$ cat src/rtl/fsm_arbiter_rr_if.sv
// Request/grant bundle between bus agents (master) and fsm_arbiter_rr (slave).
// Widths follow NUM_REQ; the instance parameter must match the arbiter's.
interface fsm_arbiter_rr_if #(
  parameter int NUM_REQ = 4
);
  localparam int ID_W = $clog2(NUM_REQ);

  logic               mode_rr;
  logic [NUM_REQ-1:0] req;
  logic [NUM_REQ-1:0] gnt;
  logic [ID_W-1:0]    gnt_id;
  logic               gnt_valid;
  logic               timeout_pulse;

  modport master (
    output mode_rr, req,
    input  gnt, gnt_id, gnt_valid, timeout_pulse
  );

  modport slave (
    input  mode_rr, req,
    output gnt, gnt_id, gnt_valid, timeout_pulse
  );
endinterface

$ cat src/rtl/fsm_arbiter_rr.sv
// N-requester grant arbiter, fixed-priority or round-robin, with a dead cycle between owners.
// Optional hold-timeout pre-emption enabled by defining FSM_ARBITER_RR_TIMEOUT_EN.
//
// state    | meaning
// ---------+------------------------------------------------------------
// ST_IDLE  | no owner; arbitrate on the next edge if any req is set
// ST_GRANT | gnt_id owns the resource until it drops req (or is timed out)
module fsm_arbiter_rr #(
  parameter int NUM_REQ  = 4,
  parameter int MAX_HOLD = 16
) (
  input logic             clock,
  input logic             reset_n,
  fsm_arbiter_rr_if.slave bus
);
  localparam int ID_W = $clog2(NUM_REQ);

  if (NUM_REQ < 2 || NUM_REQ > 16 || MAX_HOLD < 2 || MAX_HOLD > 255) begin : g_param_chk
    $error("fsm_arbiter_rr: NUM_REQ or MAX_HOLD out of range");
  end

  // Two-bit encoding leaves spare codes that recover to IDLE.
  typedef enum logic [1:0] {
    ST_IDLE  = 2'b01,
    ST_GRANT = 2'b10
  } state_e;

  state_e             state_q, state_d;
  logic [NUM_REQ-1:0] gnt_q, gnt_d;
  logic [ID_W-1:0]    gnt_id_q, gnt_id_d;
  logic               gnt_valid_q, gnt_valid_d;
  logic [ID_W-1:0]    last_ptr_q, last_ptr_d;

  logic [ID_W-1:0]    fp_win;
  logic [ID_W-1:0]    rr_win;
  logic [ID_W-1:0]    win;
  logic               others_pending;

`ifdef FSM_ARBITER_RR_TIMEOUT_EN
  localparam int HC_W = $clog2(MAX_HOLD + 1);

  logic [HC_W-1:0]    hold_cnt_q, hold_cnt_d;
  logic               timeout_pulse_q, timeout_pulse_d;
`endif

  // Lowest set index wins; scanning downward leaves the lowest hit last.
  always_comb begin
    fp_win = '0;
    for (int i = NUM_REQ - 1; i >= 0; i--) begin
      if (bus.req[ID_W'(i)]) fp_win = ID_W'(i);
    end
  end

  // First set index after last_ptr, wrapping; farthest offset checked first.
  always_comb begin
    int idx;
    idx    = 0;
    rr_win = '0;
    for (int k = NUM_REQ; k >= 1; k--) begin
      idx = (int'(last_ptr_q) + k) % NUM_REQ;
      if (bus.req[ID_W'(idx)]) rr_win = ID_W'(idx);
    end
  end

  assign win            = bus.mode_rr ? rr_win : fp_win;
  assign others_pending = |(bus.req & ~gnt_q);

  always_comb begin
    state_d     = state_q;
    gnt_d       = gnt_q;
    gnt_id_d    = gnt_id_q;
    gnt_valid_d = gnt_valid_q;
    last_ptr_d  = last_ptr_q;
`ifdef FSM_ARBITER_RR_TIMEOUT_EN
    hold_cnt_d      = hold_cnt_q;
    timeout_pulse_d = 1'b0;
`endif

    case (state_q)
      ST_IDLE: begin
        if (|bus.req) begin
          state_d     = ST_GRANT;
          gnt_d       = '0;
          gnt_d[win]  = 1'b1;
          gnt_id_d    = win;
          gnt_valid_d = 1'b1;
          last_ptr_d  = win;
`ifdef FSM_ARBITER_RR_TIMEOUT_EN
          hold_cnt_d  = '0;
`endif
        end
      end

      ST_GRANT: begin
        if (!bus.req[gnt_id_q]) begin
          state_d     = ST_IDLE;
          gnt_d       = '0;
          gnt_valid_d = 1'b0;
        end
`ifdef FSM_ARBITER_RR_TIMEOUT_EN
        else if (hold_cnt_q == HC_W'(MAX_HOLD - 1) && others_pending) begin
          // last_ptr keeps the pre-empted owner so round-robin moves past it.
          state_d         = ST_IDLE;
          gnt_d           = '0;
          gnt_valid_d     = 1'b0;
          timeout_pulse_d = 1'b1;
        end else if (hold_cnt_q != HC_W'(MAX_HOLD)) begin
          hold_cnt_d = hold_cnt_q + 1'b1;
        end
`endif
      end

      default: begin
        state_d     = ST_IDLE;
        gnt_d       = '0;
        gnt_id_d    = '0;
        gnt_valid_d = 1'b0;
`ifdef FSM_ARBITER_RR_TIMEOUT_EN
        hold_cnt_d      = '0;
        timeout_pulse_d = 1'b0;
`endif
      end
    endcase
  end

  always_ff @(posedge clock or negedge reset_n) begin
    if (!reset_n) begin
      state_q     <= ST_IDLE;
      gnt_q       <= '0;
      gnt_id_q    <= '0;
      gnt_valid_q <= 1'b0;
      last_ptr_q  <= ID_W'(NUM_REQ - 1);
`ifdef FSM_ARBITER_RR_TIMEOUT_EN
      hold_cnt_q      <= '0;
      timeout_pulse_q <= 1'b0;
`endif
    end else begin
      state_q     <= state_d;
      gnt_q       <= gnt_d;
      gnt_id_q    <= gnt_id_d;
      gnt_valid_q <= gnt_valid_d;
      last_ptr_q  <= last_ptr_d;
`ifdef FSM_ARBITER_RR_TIMEOUT_EN
      hold_cnt_q      <= hold_cnt_d;
      timeout_pulse_q <= timeout_pulse_d;
`endif
    end
  end

  assign bus.gnt       = gnt_q;
  assign bus.gnt_id    = gnt_id_q;
  assign bus.gnt_valid = gnt_valid_q;
`ifdef FSM_ARBITER_RR_TIMEOUT_EN
  assign bus.timeout_pulse = timeout_pulse_q;
`else
  assign bus.timeout_pulse = 1'b0;
`endif

endmodule

$ cat src/flat_wrapper.sv
// flat-port wrapper written by rule: the top's interface ports become plain ports
module fsm_arbiter_rr_flat 
#(
  parameter int NUM_REQ  = 4,
  parameter int MAX_HOLD = 16
)
  (clock, reset_n, bus_mode_rr, bus_req, bus_gnt, bus_gnt_id, bus_gnt_valid, bus_timeout_pulse);
  fsm_arbiter_rr_if #(.NUM_REQ(NUM_REQ)) bus_i ();
  input logic clock;
  input logic reset_n;
  input wire logic [$bits(bus_i.mode_rr)-1:0] bus_mode_rr;
  input wire logic [$bits(bus_i.req)-1:0] bus_req;
  output wire logic [$bits(bus_i.gnt)-1:0] bus_gnt;
  output wire logic [$bits(bus_i.gnt_id)-1:0] bus_gnt_id;
  output wire logic [$bits(bus_i.gnt_valid)-1:0] bus_gnt_valid;
  output wire logic [$bits(bus_i.timeout_pulse)-1:0] bus_timeout_pulse;
  assign bus_i.mode_rr = bus_mode_rr;
  assign bus_i.req = bus_req;
  assign bus_gnt = bus_i.gnt;
  assign bus_gnt_id = bus_i.gnt_id;
  assign bus_gnt_valid = bus_i.gnt_valid;
  assign bus_timeout_pulse = bus_i.timeout_pulse;
  fsm_arbiter_rr #(.NUM_REQ(NUM_REQ), .MAX_HOLD(MAX_HOLD)) u_core (.clock(clock), .reset_n(reset_n), .bus(bus_i));
endmodule
$ cat config.mk
export PLATFORM = sky130hd
export DESIGN_NAME = fsm_arbiter_rr_flat
export DESIGN_NICKNAME = d
export VERILOG_FILES = /design/src/rtl/fsm_arbiter_rr_if.sv /design/src/rtl/fsm_arbiter_rr.sv /design/src/flat_wrapper.sv
export SDC_FILE = /design/constraint.sdc
export NUM_CORES = 1
export LEC_CHECK = 0
export ABC_CLOCK_PERIOD_IN_PS = 3530
export BUFFER_PORTS_ARGS = -buffer_cell sky130_fd_sc_hd__buf_2
export CAP_MARGIN = 30
export CORE_AREA = 2 2 39 41
export DETAILED_ROUTE_END_ITERATION = 16
export DIE_AREA = 0 0 41 43
export PLACE_DENSITY = 0.74
export SLEW_MARGIN = 40
export SYNTH_ARGS = -nofsm -noshare
export SYNTH_HDL_FRONTEND = slang
export SYNTH_SLANG_ARGS = --single-unit
$ cat constraint.sdc
create_clock -name clock -period 3.53 [get_ports clock]
set_input_delay 0.5295 -clock clock [delete_from_list [all_inputs] [get_ports clock]]
set_output_delay 0.5295 -clock clock [all_outputs]
set_load 0.01 [all_outputs]
==> results.ini <==
[status]
status=complete, no violations

[critical_path]
endpoint_kind=flop
crit_end=u_core.bus.gnt[3]
crit_path_start=u_core.last_ptr_q[0]
required_ns=3.71
reg2regPathDepth=4
cp-start-kind=flop
r2r_end=u_core.bus.gnt[3]
cp.arrival_ns=1.70
r2r_slack_ns=2.01
rr_startpoint=u_core.last_ptr_q[0]
crit_type=reg2reg
critical_path.max_fanout=5

[synthesis]
synthSimpleGateAreaFrac_pct=19.8
synthesis.area_sq_um=551
ys_types=25
netlist_instances=61
seq_area_frac_synth_pct=46.1
synth.top_cell.area_share_pct=31.8
synthMuxAreaShare_pct=4.77
synth_compound_area_share_pct=22.5
ys_ff_latch=10
syn_area_per_cell_sq_um=9.03
synth_top_family_by_area=compound AO/OA/AOI/OAI gates
synth_warnings=0
synthTopCellsByArea=dfrtp_1 (32%), dfstp_2 (14%), o21ai_0 (8.2%), nand2_1 (7.5%), inv_1 (4.8%)
syn_nets=68
synthFlopType=dfrtp_1
synth_xor_area_share_pct=0
synth_top_area_cell=dfrtp_1
async_flop_share_pct=100
synth_edf_count=0
synth_fa_ha_area_share_pct=0

[sta]
layout_setup_ws_ns=2.01
finalCriticalPeriod_ns=1.52
rsz0062_at_grt=no
max_freq_ghz=0.656
min_period_over_period_pct=43.2
report.final.slew_viol_count=0
skew_ns=0.00832
setup-tns-final_ns=0
hold_violations=0
setup_viol=0

[clock_network]
tritoncts=built
cts-root-buf=clkbuf_4
clockBufferDepth=2
hold_buffers=0
cts_buffers=3
cts_max_level=1
post_cts_resized=0
post_cts_buffers=0
clock_sinks=10
clk_latency_ns=0.26
clk_pin_slew_ns=0.06

[drt]
dr.pass1.iters=4
drt_wl_total_um=1070
drt_iter0_drc=15
vias_per_cell=5.25
ant_nets=0
wire_per_inst_um=11.5
vias=488
drc=0

[placed_design]
gp_congestion=0.853
pre_cts_slack_ns=1.75
io_buffers=13
dp_hpwl_um=833
place_inst=89

[floorplanning]
start_util_pct=39.8
die_w_um=41
design.die.area_sq_mm=0.00176
die_y_um=43
rows=14
coreArea_sq_mm=0.00138
top_level_ports=15

[power_and_ir_drop]
powerDensity_mw_per_mm2=707
total_power_mw=0.463
worst_ir_drop_vdd_uv=253
p_leak_nw=0.309

[global_routing]
grt_pass1_vias=464
grt_util_all_layers_pct=14.5
grt_pass1_wl_um=1770
grt_max_degree=11
antenna_found_initial=0
overflow=0

[run]
cap_violations=0

[cells_and_area]
fin_cells=93
areaGrowthSynthToFinish_pct=18.9
antenna_cells=0
final_cell_mix=buf_2 (13), nand2_1 (11), o21ai_0 (9)
drive_gt1_share_pct=28.6
fillers=135
fin_nets=85
fin_util_pct=47.3
layout_commonest_cell=buf_2

[hold_path]
hold_path_class=in2async

[synthesized netlist by cell type (2+ instances only)]
master	count
o21ai_1	2
o22ai_1	2
dfrtp_1	7
nand2_1	11
nand2b_1	2
a31oi_1	2
o21ai_0	9
inv_1	7
dfstp_2	3
[sequential cells by signal, summed over array words and instances (netlist names)]
register / flops
u_core.bus.gnt_id: 2
u_core.bus.gnt: 4
u_core.last_ptr_q: 2
u_core.state_q: 2
[kinds of logic (layout without fill, tap and decap cells)]
| logic type | count (synthesis) | after routing |
|---|---|---|
| simple gates | 21 | 21 |
| compound gates | 20 | 20 |
| flops | 10 | 10 |
| buf+inv | 8 | 24 |
| other cells | 1 | 1 |
| mux | 1 | 1 |
[cell type report]
class                           instances  area, sq um  area share, %
Clock buffer                            4         26.3           4.02
Inverter                                7         26.3           4.02
Multi-Input combinational cell         43          263           40.2
Sequential cell                        10          254           38.8
Tap cell                               16         20.0           3.06
Timing Repair Buffer                   13         65.1           9.94
[metal layers]
metal,global-route usage (%),vias up,part of all wire [%]
met5,0,-,0
met4,2.00,0,0
met3,7.85,0,4.2
met2,22.8,11,49
met1,17.4,233,46
li1,-,244,-
[worst max-delay path, stage by stage, from the launching register on]
cell	delay, ns
dfstp_2	0.57
o22ai_1	0.10
a221o_1	0.39
or2_1	0.24
o21ai_0	0.15
[worst min path at each step]
stage | start | end | slack [ns]
5_1_grt | reset_n | u_core.bus.gnt_id[0] | 0.11
6_report | reset_n | u_core.bus.gnt_id[0] | 0.11
3_3_place_gp | reset_n | u_core.bus.gnt_id[1] | 0.39
2_1_floorplan | reset_n | u_core.bus.gnt[0] | 0.23
3_5_place_dp | reset_n | u_core.bus.gnt_id[1] | 0.40
4_1_cts | reset_n | u_core.bus.gnt_id[1] | 0.11
[stage by stage]
| step | hold slack, ns | area (sq um) |
|---|---|---|
| after floorplan | 0.234 | 551 |
| after global placement | 0.395 | 628 |
| after detailed placement | 0.396 | 628 |
| after CTS | 0.109 | 654 |
| after global routing | 0.114 | 654 |
| final | 0.107 | 654 |
[power by group]
group	internal (mW)	switching (mW)
logic	0.0785	0.0931
registers	0.169	0.0416
clock network	0.0436	0.0366
total	0.291	0.171
(Power assumes the default switching activity.)
